<file path="config.mk">
export PLATFORM = sky130hd
export DESIGN_NAME = led_pattern_seq
export DESIGN_NICKNAME = d
export VERILOG_FILES = /design/src/rtl/led_pattern_seq.sv
export SDC_FILE = /design/constraint.sdc
export NUM_CORES = 1
export LEC_CHECK = 0
export CELL_PAD_IN_SITES_DETAIL_PLACEMENT = 1
export CELL_PAD_IN_SITES_GLOBAL_PLACEMENT = 1
export CORE_MARGIN = 4
export CORE_UTILIZATION = 40
export CTS_BUF_LIST = sky130_fd_sc_hd__clkbuf_4 sky130_fd_sc_hd__clkbuf_8
export DETAILED_ROUTE_END_ITERATION = 8
export GPL_ROUTABILITY_DRIVEN = 0
export MAX_ROUTING_LAYER = met4
export PLACE_DENSITY_LB_ADDON = 0.08
export SYNTH_ARGS = -nofsm -noshare
export SYNTH_HDL_FRONTEND = slang
export SYNTH_SLANG_ARGS = --single-unit
export TNS_END_PERCENT = 5
</file>
<file path="constraint.sdc">
create_clock -name clk -period 4.2 [get_ports clk]
set_clock_uncertainty 0.15 [all_clocks]
set_input_delay 0.84 -clock clk [delete_from_list [all_inputs] [get_ports clk]]
set_output_delay 0.84 -clock clk [all_outputs]
set_load 0.01 [all_outputs]
</file>
<file path="src/rtl/led_pattern_seq.sv">
// Tick-driven LED pattern sequencer: RUN, BOUNCE, COUNT and BLINK patterns with wrap pulse.
// Optional PWM dimming of the LED drive is enabled by defining LED_DIM_EN.
module led_pattern_seq #(
    parameter int N_LED    = 3,
    parameter int DIM_DUTY = 8
) (
    input  logic             clk,
    input  logic             reset,
    input  logic             tick,
    input  logic [1:0]       mode,
    input  logic             pause,
    output logic [N_LED-1:0] led,
    output logic [1:0]       mode_q,
    output logic             wrap
);

    typedef enum logic [1:0] {
        M_RUN    = 2'd0,
        M_BOUNCE = 2'd1,
        M_COUNT  = 2'd2,
        M_BLINK  = 2'd3
    } mode_t;

    localparam logic [N_LED-1:0] PAT_ONE  = {{(N_LED-1){1'b0}}, 1'b1};
    localparam logic [N_LED-1:0] PAT_MSB  = {1'b1, {(N_LED-1){1'b0}}};
    localparam logic [N_LED-1:0] PAT_ONES = {N_LED{1'b1}};

    // Out-of-range parameters leave this empty block as a visible marker in the elaborated hierarchy.
    if (N_LED < 2 || N_LED > 8 || DIM_DUTY < 0 || DIM_DUTY > 15) begin : g_param_out_of_range
    end

    function automatic logic [N_LED-1:0] start_pat(input mode_t m);
        logic [N_LED-1:0] p;
        case (m)
            M_RUN:    p = PAT_ONE;
            M_BOUNCE: p = PAT_ONE;
            M_COUNT:  p = '0;
            M_BLINK:  p = PAT_ONES;
            default:  p = PAT_ONE;
        endcase
        return p;
    endfunction

    logic [N_LED-1:0] pat;
    logic [N_LED-1:0] pat_nxt;
    logic             dir_up;
    logic             dir_up_nxt;
    mode_t            mode_r;
    mode_t            mode_nxt;
    logic             wrap_nxt;

    always_comb begin
        pat_nxt    = pat;
        dir_up_nxt = dir_up;
        mode_nxt   = mode_r;
        wrap_nxt   = 1'b0;
        if (tick) begin
            if (mode != mode_r) begin
                // A mode change reloads the start value and never counts as a wrap.
                mode_nxt   = mode_t'(mode);
                pat_nxt    = start_pat(mode_t'(mode));
                dir_up_nxt = 1'b1;
            end else if (!pause) begin
                case (mode_r)
                    M_RUN:   pat_nxt = {pat[N_LED-2:0], pat[N_LED-1]};
                    M_BOUNCE: begin
                        if (dir_up) begin
                            pat_nxt = pat << 1;
                            if (pat_nxt == PAT_MSB) dir_up_nxt = 1'b0;
                        end else begin
                            pat_nxt = pat >> 1;
                            if (pat_nxt == PAT_ONE) dir_up_nxt = 1'b1;
                        end
                    end
                    M_COUNT: pat_nxt = pat + PAT_ONE;
                    M_BLINK: pat_nxt = ~pat;
                    default: pat_nxt = pat;
                endcase
                wrap_nxt = (pat_nxt == start_pat(mode_r));
            end
        end
    end

    always_ff @(posedge clk) begin
        if (reset) begin
            pat    <= PAT_ONE;
            dir_up <= 1'b1;
            mode_r <= M_RUN;
            wrap   <= 1'b0;
        end else begin
            pat    <= pat_nxt;
            dir_up <= dir_up_nxt;
            mode_r <= mode_nxt;
            wrap   <= wrap_nxt;
        end
    end

    assign mode_q = mode_r;

`ifdef LED_DIM_EN
    localparam logic [3:0] DIM_ON = 4'(DIM_DUTY);

    logic [3:0] dim_cnt;

    // The LED is gated by the counter value present before the edge, so DIM_DUTY cycles out of 16 are lit.
    always_ff @(posedge clk) begin
        if (reset) begin
            dim_cnt <= 4'd0;
            led     <= PAT_ONE;
        end else begin
            dim_cnt <= dim_cnt + 4'd1;
            led     <= (dim_cnt < DIM_ON) ? pat_nxt : '0;
        end
    end
`else
    always_ff @(posedge clk) begin
        if (reset) led <= PAT_ONE;
        else       led <= pat_nxt;
    end
`endif

endmodule

</file>
=== Word-level counts from Yosys, hierarchy flattened ===
Cells that the tools add are included.

* Add/sub/neg operators: 1
* Equal/unequal tests: 11
* Muxes and demuxes: 18
* Bitwise gates (word level): 2
* Reduce and logical (&&, ||, !) cells: 9

{| class="wikitable"
|+ Operator list
! kind !! count
|-
| 3-bit two-way mux || 9
|-
| 3-bit one-hot mux with 3 select lines || 2
|-
| 3-bit one-hot mux with 4 select lines || 1
|-
| 2-bit equality test (second input constant) || 5
|-
| 2-bit by 1-bit equality test with 1-bit output (second input constant) || 3
|-
| 1-bit two-way mux || 6
|-
| 2-bit zero test || 2
|-
| 2-bit AND reduction || 2
|-
| 2-bit OR reduction || 2
|-
| 4-bit OR reduction || 1
|-
| 3-bit by 1-bit adder with 3-bit output (second input constant) || 1
|-
| 3-bit equality test || 1
|-
| 3-bit NOT || 1
|-
| 3-bit AND reduction || 1
|-
| 2-bit by 1-bit != test with 1-bit output (second input constant) || 1
|-
| 2-bit != test || 1
|-
| 2-bit nonzero test || 1
|-
| 1-bit NOT || 1
|}

* Flip-flop bits (word level): 7
* Bits of input ports: 6
* Output and inout bits: 6

=== Longest topological paths before layout ===
Gate-level depths: netlist (run 1).

* Depth in word-level cells: 7
* Mapped depth: 6

=== Worst setup path before layout (run 1) ===
OpenSTA, ideal clock, no wires.

* Path kind: input-to-reg
* Start: input port mode[1]
* End: register dir_up
* Setup time: 0.122 ns
* Data arrival time: 1.660 ns
* Setup slack: 2.269 ns
* Stages: 4
* Path buffers: 0
* Path through: and2_1 > o211ai_2 > nand4_1 > a221o_1

* Word-level cells in the longest chain between the ends: 3
* Elaborated cells between the ends (all ways): 5
* Classes of those cells: eq/ne (2); mux (1); reduce/logical (2)

{| class="wikitable"
|+ Ends and longest elaborated chain
! item !! line !! text
|-
| start, declared || 10 || <nowiki>input logic [1:0] mode,</nowiki>
|-
| 2-bit != test * || 58 || <nowiki>if (mode != mode_r) begin</nowiki>
|-
| 2-bit by 1-bit != test with 1-bit output (no source line) / 2-bit nonzero test (equally long branches) || - ||
|-
| 3-bit AND reduction (no source line) || - ||
|-
| end signal, assigned || 92 || <nowiki>dir_up <= dir_up_nxt;</nowiki>
|-
| end, declared || 46 || <nowiki>logic dir_up;</nowiki>
|}

Every way passes the cells marked *; elsewhere a longest branch is shown, timed or not.
A chain may end at the register's enable or synchronous reset.

=== Worst setup path after layout (run 1) ===
* Start: register mode_r[0], in the netlist mode_q[0]
* End: output port mode_q[0]

{| class="wikitable"
|+ RTL lines
! item !! line !! text
|-
| start, declared || 48 || <nowiki>mode_t mode_r;</nowiki>
|-
| start signal, assigned || 93 || <nowiki>mode_r <= mode_nxt;</nowiki>
|-
| end, declared || 13 || <nowiki>output logic [1:0] mode_q,</nowiki>
|}

No word-level cell between the ends.

==> results.md, run 1 <==
- The first global-routing pass estimated 2649 um of wire.
- The worst slack at placement is 1.556 ns.
- For the final routed database, the setup TNS stands at 0 ns.
- The library cell occupying the most area in the post-synthesis netlist is sky130_fd_sc_hd__dfxtp_1.
- The synthesized area per cell is 7.867 um^2.
- The cell type group with the largest total delay on the critical path is flip-flops.
- STA classifies the critical path endpoint as an output port.
- The maximum fanout count along the critical path is 15.
- The non-filler instance count after layout is 100.
- The endpoint required time on the critical path is 3.21 ns.
- The cell area that synthesis handed to floorplanning was 574.3 um^2.
- The repair_antennas step left the layout with diodes totalling 0.
- The final hold violation count was 0.
- The type of the tightest min-delay check is flip-flop to flip-flop.
- The longest clock path from root to sink contains 2 buffers.
- Measured in cells, the most critical reg-to-reg path has a length of 6.
- The final layout contains 94 nets.
- Post-CTS timing repair inserted 0 buffers for setup.
- Using the TritonRoute via totals, the vias-per-cell ratio works out to 5.810.
- The die is 45.89 um tall.
- The fill cell total of the finished layout is 170.
- The switching part of the total is 0.3162.
- Once detail routing completed, the nets flagged for antenna violations numbered 0.
- The violation count after the first detailed-routing iteration is 13.
- The most frequently used flop master after synthesis is sky130_fd_sc_hd__dfxtp_1.
- Entering global routing, the biggest net connects 16 pins.
- The number of violations of the max-capacitance limit is 0.
- For this run, design rule violations remaining after detail routing come to 0.
- The layout cell share with drive strength beyond 1 is 0.1176.
- The root buffer cell chosen for the clock tree is sky130_fd_sc_hd__clkbuf_4.
- The detailed router placed 581 vias in this run.
- Setup repair after global routing left no endpoint under its margin.
- Summed over all cells, the static leakage comes to 0.0002857 uW.
- The initial utilization of the core area, before any placement, comes to 0.4306.
- The share of synthesized area in the top cell type comes to 0.2440.
- The number of library cell types mapped by synthesis is 31.
- The clock slew at the register clock pins of the worst setup and hold paths is 0.06 ns.
- By area the synthesized netlist is led by sky130_fd_sc_hd__dfxtp_1 24%, sky130_fd_sc_hd__a21oi_1 6.1%, sky130_fd_sc_hd__nor2_1 5.9%.
- The sequential cell fraction of total power is 0.383.
- In the final routed layout, each cell accounts on average for 15.72 um.
- Internal power comes to 145.7 uW.
- The worst path in the final design needs a cycle of 2.596 ns, including I/O delays and setup.
- The relative slew slack is 0.6013.
- The final design utilization is 0.5375.
- The number of gates on the worst path with buffers counted is 1.
- The net switching power figure is 67.40 uW.
- Row generation in the floorplan step produced 13 rows.
- The number of antenna violations at the first check in global routing is 0.
- The flow ran to the end, and the final reports show no timing, DRC or antenna violations.
- The count of flip-flops with a built-in enable after synthesis is 0.
- The synthesized net count is 81.
- The worst reg-to-reg setup slack is 2.28 ns.
- The number of warnings issued by yosys is 0.
- The number of gates resized after CTS was 0.
- The total of endpoints with negative setup slack in the final report is 0.
- For this design, the slowest cell found on the critical path is sky130_fd_sc_hd__dfxtp_1.
- The worst hold path begins at dir_up.
- The critical path goes through clkdlybuf4s50_1.
- The CTS tree is built.
- CTS built an H-tree with a depth of 1.
- The worst-case setup margin in the final layout is 1.604 ns.
- The critical path ends at mode_q[0].
- The first element of the critical path is mode_q[0].
- Synthesis produced 73 cells.
- Synthesis inferred 7 register bits.
- The period utilization is 0.6180.
- On the worst path, the slowest cell contributes a delay of 0.70 ns.
- The worst-margin pin slew is 0.5972 ns.
- The total congestion overflow is 0.
- The area growth from synthesis to layout is 24.84%.
- For this design the ratio of total power to cell area is 297.3 nW/um^2.
- The combinational power share is 0.283.
- Along the worst hold path, the cell count comes to 1.
- In the synthesized netlist the async set-or-reset flop fraction comes to 0.
- The worst voltage drop across the vdd grid is 210.9 uV.
- The via count of the first global-routing pass is 573.
- STA classifies the critical path startpoint as a flip-flop.
- The number of placed I/O pins is 12.
- The total wirelength of the detailed-routed design is 1572 um.
- The floorplan step set the die width to 45.89 um.
- The number of buffer cells added on primary ports is 11.
- The startpoint identified for the worst register-to-register timing path is led[0].
- The hold buffer count at cts is 0.
- The number of pins exceeding their max-slew limit in the final report is 0.
- Leaving out fill and tap cells, the most frequent cells in the layout are 11 x sky130_fd_sc_hd__clkdlybuf4s50_1, 9 x sky130_fd_sc_hd__nor2_1, 7 x sky130_fd_sc_hd__a21oi_1, 7 x sky130_fd_sc_hd__dfxtp_1, 5 x sky130_fd_sc_hd__nand2_1.
- TritonCTS created 3 clock buffers.
- For this run, the top clock speed supported by timing is 385.2 MHz.
- The most frequent standard cell in the layout excluding fill and tap cells is sky130_fd_sc_hd__clkdlybuf4s50_1.
- The critical setup path kind is flip-flop to output port.
- The sum of buffers and inverters on the critical path is 1.
- The first TritonRoute pass finished after 4 iterations.
- The combined global-route utilization of all metal layers is 0.1849.
- The total chip power is 213.1 uW.
- The relative contribution of the clock network to total power is 0.334.
- The clock latency on the worst-skew pair is 0.26 ns.
- The capture point of the worst reg-to-reg path is led[1].
- The standard cell core area is 1334 um^2.
- Data on the critical path arrives at its endpoint at 1.61 ns.
- The clock sink count is 7.
- Once detailed placement completed, the half-perimeter wirelength came to 1091 um.
- Of the synthesized area, sequential elements account for 0.2440.
- Counting tap cells, the placed design contains a total of 96 instances.
- The die footprint is 2106 um^2.
## registers in the layout (all words and copies together) (netlist names)
name,flops
dir_up,1
wrap,1
mode_q,2
led,3
## power by group through the flow
stage / sequential, uW / combinational (uW) / clock (uW)
finish: 81.5 / 60.3 / 71.2
global route: 82.8 / 66.5 / 79.4
CTS: 81.4 / 60.5 / 72.6
detailed placement: 83.0 / 59.3 / 0
global placement: 82.6 / 58.6 / 0
floorplan: 79.4 / 40.4 / 0
## cells by family (layout without fill, tap and decap cells)
kind of cell,after synthesis,count (layout),share of synthesized area
xor+xnor,3,3,0.04576
simple gates,26,26,0.2287
buf+inv,6,18,0.04792
fa+ha+maj,2,2,0.04357
mux,5,5,0.1046
flops,7,7,0.2440
compound gates,24,24,0.2854
## layer usage
metal | track usage | wire (um) | part of all wire | vias up
met4 | 0.07955 | 17 | 0.011 | 0
met3 | 0.06324 | 70 | 0.045 | 2
met2 | 0.2610 | 690 | 0.44 | 14
li1 | - | - | - | 289
met1 | 0.2354 | 793 | 0.50 | 276
met5 | - | 0 | 0 | -
## final cells by class
| type | instances | area [um^2] | share of cell area |
|---|---|---|---|
| clock buffer | 4 | 30.03 | 0.04188 |
| timing repair buffer | 11 | 110.1 | 0.1536 |
| inverter | 3 | 11.26 | 0.01571 |
| tap | 15 | 18.77 | 0.02618 |
| multi-input combinational | 60 | 406.6 | 0.5672 |
| sequential | 7 | 140.1 | 0.1955 |
## through the flow
stage               cell area (um^2)  hold slack [ns]
finish                         716.9           0.3858
global route                   716.9           0.4142
CTS                            716.9           0.3886
detailed placement             686.9           0.3752
global placement               686.9           0.3592
floorplan                      574.3           0.3201
## worst min-delay path by stage
stage | end | slack, ns
after detailed placement | dir_up | 0.38
final | dir_up | 0.39
after floorplan | dir_up | 0.32
after CTS | dir_up | 0.39
after global placement | dir_up | 0.36
after global routing | dir_up | 0.41
## synthesized netlist by cell type, drive strengths merged (3+ instances only)
cell / n
nor2: 9
a21oi: 7
dfxtp: 7
o21ai: 6
nand2: 5
inv: 3
mux2i: 3
nand2b: 3
nor2b: 3
nor3: 3
xnor2: 3
Power figures use the tool's default switching activity.
==> run 2, diff against run 1 <==
--- a/config.mk
+++ b/config.mk
@@ -8,7 +8,7 @@
 export CELL_PAD_IN_SITES_DETAIL_PLACEMENT = 1
 export CELL_PAD_IN_SITES_GLOBAL_PLACEMENT = 1
 export CORE_MARGIN = 4
-export CORE_UTILIZATION = 40
+export CORE_UTILIZATION = 33
 export CTS_BUF_LIST = sky130_fd_sc_hd__clkbuf_4 sky130_fd_sc_hd__clkbuf_8
 export DETAILED_ROUTE_END_ITERATION = 8
 export GPL_ROUTABILITY_DRIVEN = 0
==> constraint.sdc (replaced) <==
create_clock -name clk -period 2.37 [get_ports clk]
set_clock_uncertainty 0.15 [all_clocks]
set_input_delay 0.474 -clock clk [delete_from_list [all_inputs] [get_ports clk]]
set_output_delay 0.474 -clock clk [all_outputs]
set_load 0.01 [all_outputs]
==> results.md, run 2 (synthesis results as in run 1) <==
- STA classifies the critical path endpoint as an output port.
- The cell area reported after detailed placement is 718.2 um^2.
- After routing, the total negative slack on setup checks comes to 0 ns.
- The worst hold path terminates at dir_up.
- The design draws 376.6 uW.
- The fill cell total of the finished layout is 210.
- The maximum fanout count along the critical path is 15.
- The post-CTS setup-driven buffer insertion count is 0.
- For the pin with the worst max-slew slack, the measured transition is 0.5164 ns.
- Setup repair after global routing left no endpoint under its margin.
- In this run the worst hold path is classified as flip-flop to flip-flop.
- The initial core utilization is 0.3643.
- The cell depth of the worst flop-to-flop path is 5.
- The number of buffer cells added on primary ports is 11.
- Counting instances, the worst hold path has a depth of 1.
- The tree built by TritonCTS fans out to 7 sinks.
- The final hold violation count is 0.
- The global-route wire length before repair is 2904 um.
- After layout, the minimum clock period comes to 2.145 ns.
- The standard cell core area is 1577 um^2.
- The CTS tree is built.
- The total of endpoints with negative setup slack in the final report is 0.
- The via count of the first global-routing pass is 631.
- In this run the number of H-tree levels came out at 1.
- The largest register by flop count is led.
- Setup slack on the worst reg-to-reg path comes out at 0.51 ns.
- The library cells used most frequently in the layout, excluding fill and tap cells, are 11 x sky130_fd_sc_hd__clkdlybuf4s50_1, 9 x sky130_fd_sc_hd__nor2_1, 7 x sky130_fd_sc_hd__a21oi_1, 7 x sky130_fd_sc_hd__dfxtp_1, 5 x sky130_fd_sc_hd__nand2_1.
- Of the total power, combinational logic draws 0.320.
- After legalization and detailed placement, the total HPWL measured 1210 um.
- Wires add up to 1558 um.
- The number of nets with antenna violations after routing is 0.
- The worst voltage drop across the vdd grid is 334.7 uV.
- Across the whole layout, storage elements account for 140.1 um^2.
- The mean routed wirelength per cell is 14.84 um.
- The most frequent standard cell in the layout excluding fill and tap cells is sky130_fd_sc_hd__clkdlybuf4s50_1.
- Headroom to the max-slew limit came out at 0.6553.
- The number of gates resized after CTS is 0.
- The floorplan step set the die width to 49.72 um.
- The buffer type at the clock tree root is sky130_fd_sc_hd__clkbuf_4.
- The clock passes through at most 2 buffers.
- The critical path goes through clkdlybuf4s50_1.
- The standby leakage power is 0.0003055 uW.
- The post-route DRC violation count is 0.
- Entering global routing, the biggest net connects 16 pins.
- For this design the ratio of total power to cell area is 503.3 nW/um^2.
- The later pin in the worst-skew pair is clocked with a latency of 0.25 ns.
- The worst setup path is launched from a flip-flop.
- The number of pins exceeding their max-slew limit in the final report is 0.
- Of the available clock period, the critical path in the final layout requires 0.9051.
- STA puts the critical path data required time at 1.75 ns.
- The area growth from synthesis to layout is 30.28%.
- Row generation in the floorplan step produced 14 rows.
- Of the total power, the clock network draws 0.315.
- Static timing analysis puts the maximum clock frequency at 466.2 MHz.
- The register with the most flip-flops in the layout has 3 of them.
- The floorplan step defined a die boundary enclosing 2472 um^2.
- The via count is 592.
- The clock slew at the register clock pins of the worst setup and hold paths is 0.05 ns.
- The switching part of the total is 0.2999.
- The number of antenna diodes in the final layout is 0.
- In this design, the stage delay of the slowest critical-path cell is 0.64 ns.
- The hold buffer count at cts is 0.
- The final design area excluding fillers is 748.2 um^2.
- The sum of buffers and inverters on the critical path is 1.
- Dividing the detail-routed via count by the number of cells gives 5.638.
- The cell type group with the largest total delay on the critical path is flip-flops.
- The violation count after the first detailed-routing iteration is 11.
- The sequential cell fraction of total power is 0.365.
- The source of the worst hold timing path is dir_up.
- The clock buffer count from CTS is 3.
- The critical path starts at mode_q[1].
- The total congestion overflow is 0.
- The area of combinational cells with multiple inputs is 406.6 um^2.
- The count of nets after finishing is 98.
- The height of the die is 49.72 um.
- The layout cell share with drive strength beyond 1 is 0.1573.
- The number of violations of the max-capacitance limit is 0.
- The number of placed I/O pins is 12.
- The number of antenna violations at the first check in global routing is 0.
- In this run the critical register-to-register path is captured at led[1].
- For this run, the total global-route usage over all layers was measured as 0.1584.
- The internal power component is 263.6 uW.
- The net switching power figure is 112.9 uW.
- The flow ran to the end, and the final reports show no timing, DRC or antenna violations.
- The beginning of the worst register-to-register path is led[1].
- The slowest stage of the critical path is the sky130_fd_sc_hd__dfxtp_1 cell.
- The first-pass iteration count of the detailed router is 4.
- The critical setup path kind is flip-flop to output port.
- Data on the critical path arrives at its endpoint at 1.52 ns.
-- run 2: cell type report --
type	count	area share
Timing Repair Buffer	15	0.1873
Inverter	3	0.01505
Tap cell	16	0.02676
Multi-Input combinational cell	60	0.5435
Sequential cell	7	0.1873
Clock buffer	4	0.04013
-- run 2: how the worst max path moves through the flow --
stage	slack, ns	cells past startpoint	end
after floorplan	0.51	6	led[1]
after global placement	0.19	5	dir_up
after detailed placement	0.14	5	dir_up
after CTS	0.20	1	mode_q[1]
after global routing	0.12	1	mode_q[1]
final	0.22	1	mode_q[1]
-- run 2: per-stage QoR --
stage / utilization / hold WS, ns / setup WS, ns / cells
2_1_floorplan: - / 0.3201 / 0.5090 / 73
3_3_place_gp: 0.4556 / 0.3616 / 0.1873 / 101
3_5_place_dp: 0.4556 / 0.3643 / 0.1361 / 101
4_1_cts: 0.4746 / 0.3827 / 0.2033 / 105
5_1_grt: 0.4746 / 0.4331 / 0.1208 / 105
6_report: 0.4746 / 0.3957 / 0.2248 / 105
-- run 2: power groups by stage --
stage / logic [uW] / registers [uW] / clock network [uW]
final: 120 / 137 / 119
after global routing: 134 / 140 / 134
after CTS: 122 / 137 / 124
after detailed placement: 121 / 140 / 0
after global placement: 118 / 140 / 0
after floorplan: 71.7 / 141 / 0
-- run 2: routing by layer --
| layer | vias up | part of all wire | track usage | wire [um] |
|---|---|---|---|---|
| li1 | 299 | - | - | - |
| met1 | 277 | 0.50 | 0.1982 | 776 |
| met2 | 14 | 0.45 | 0.2379 | 707 |
| met3 | 2 | 0.042 | 0.06024 | 66 |
| met4 | 0 | 0.0051 | 0.04147 | 8 |
| met5 | - | 0 | - | 0 |
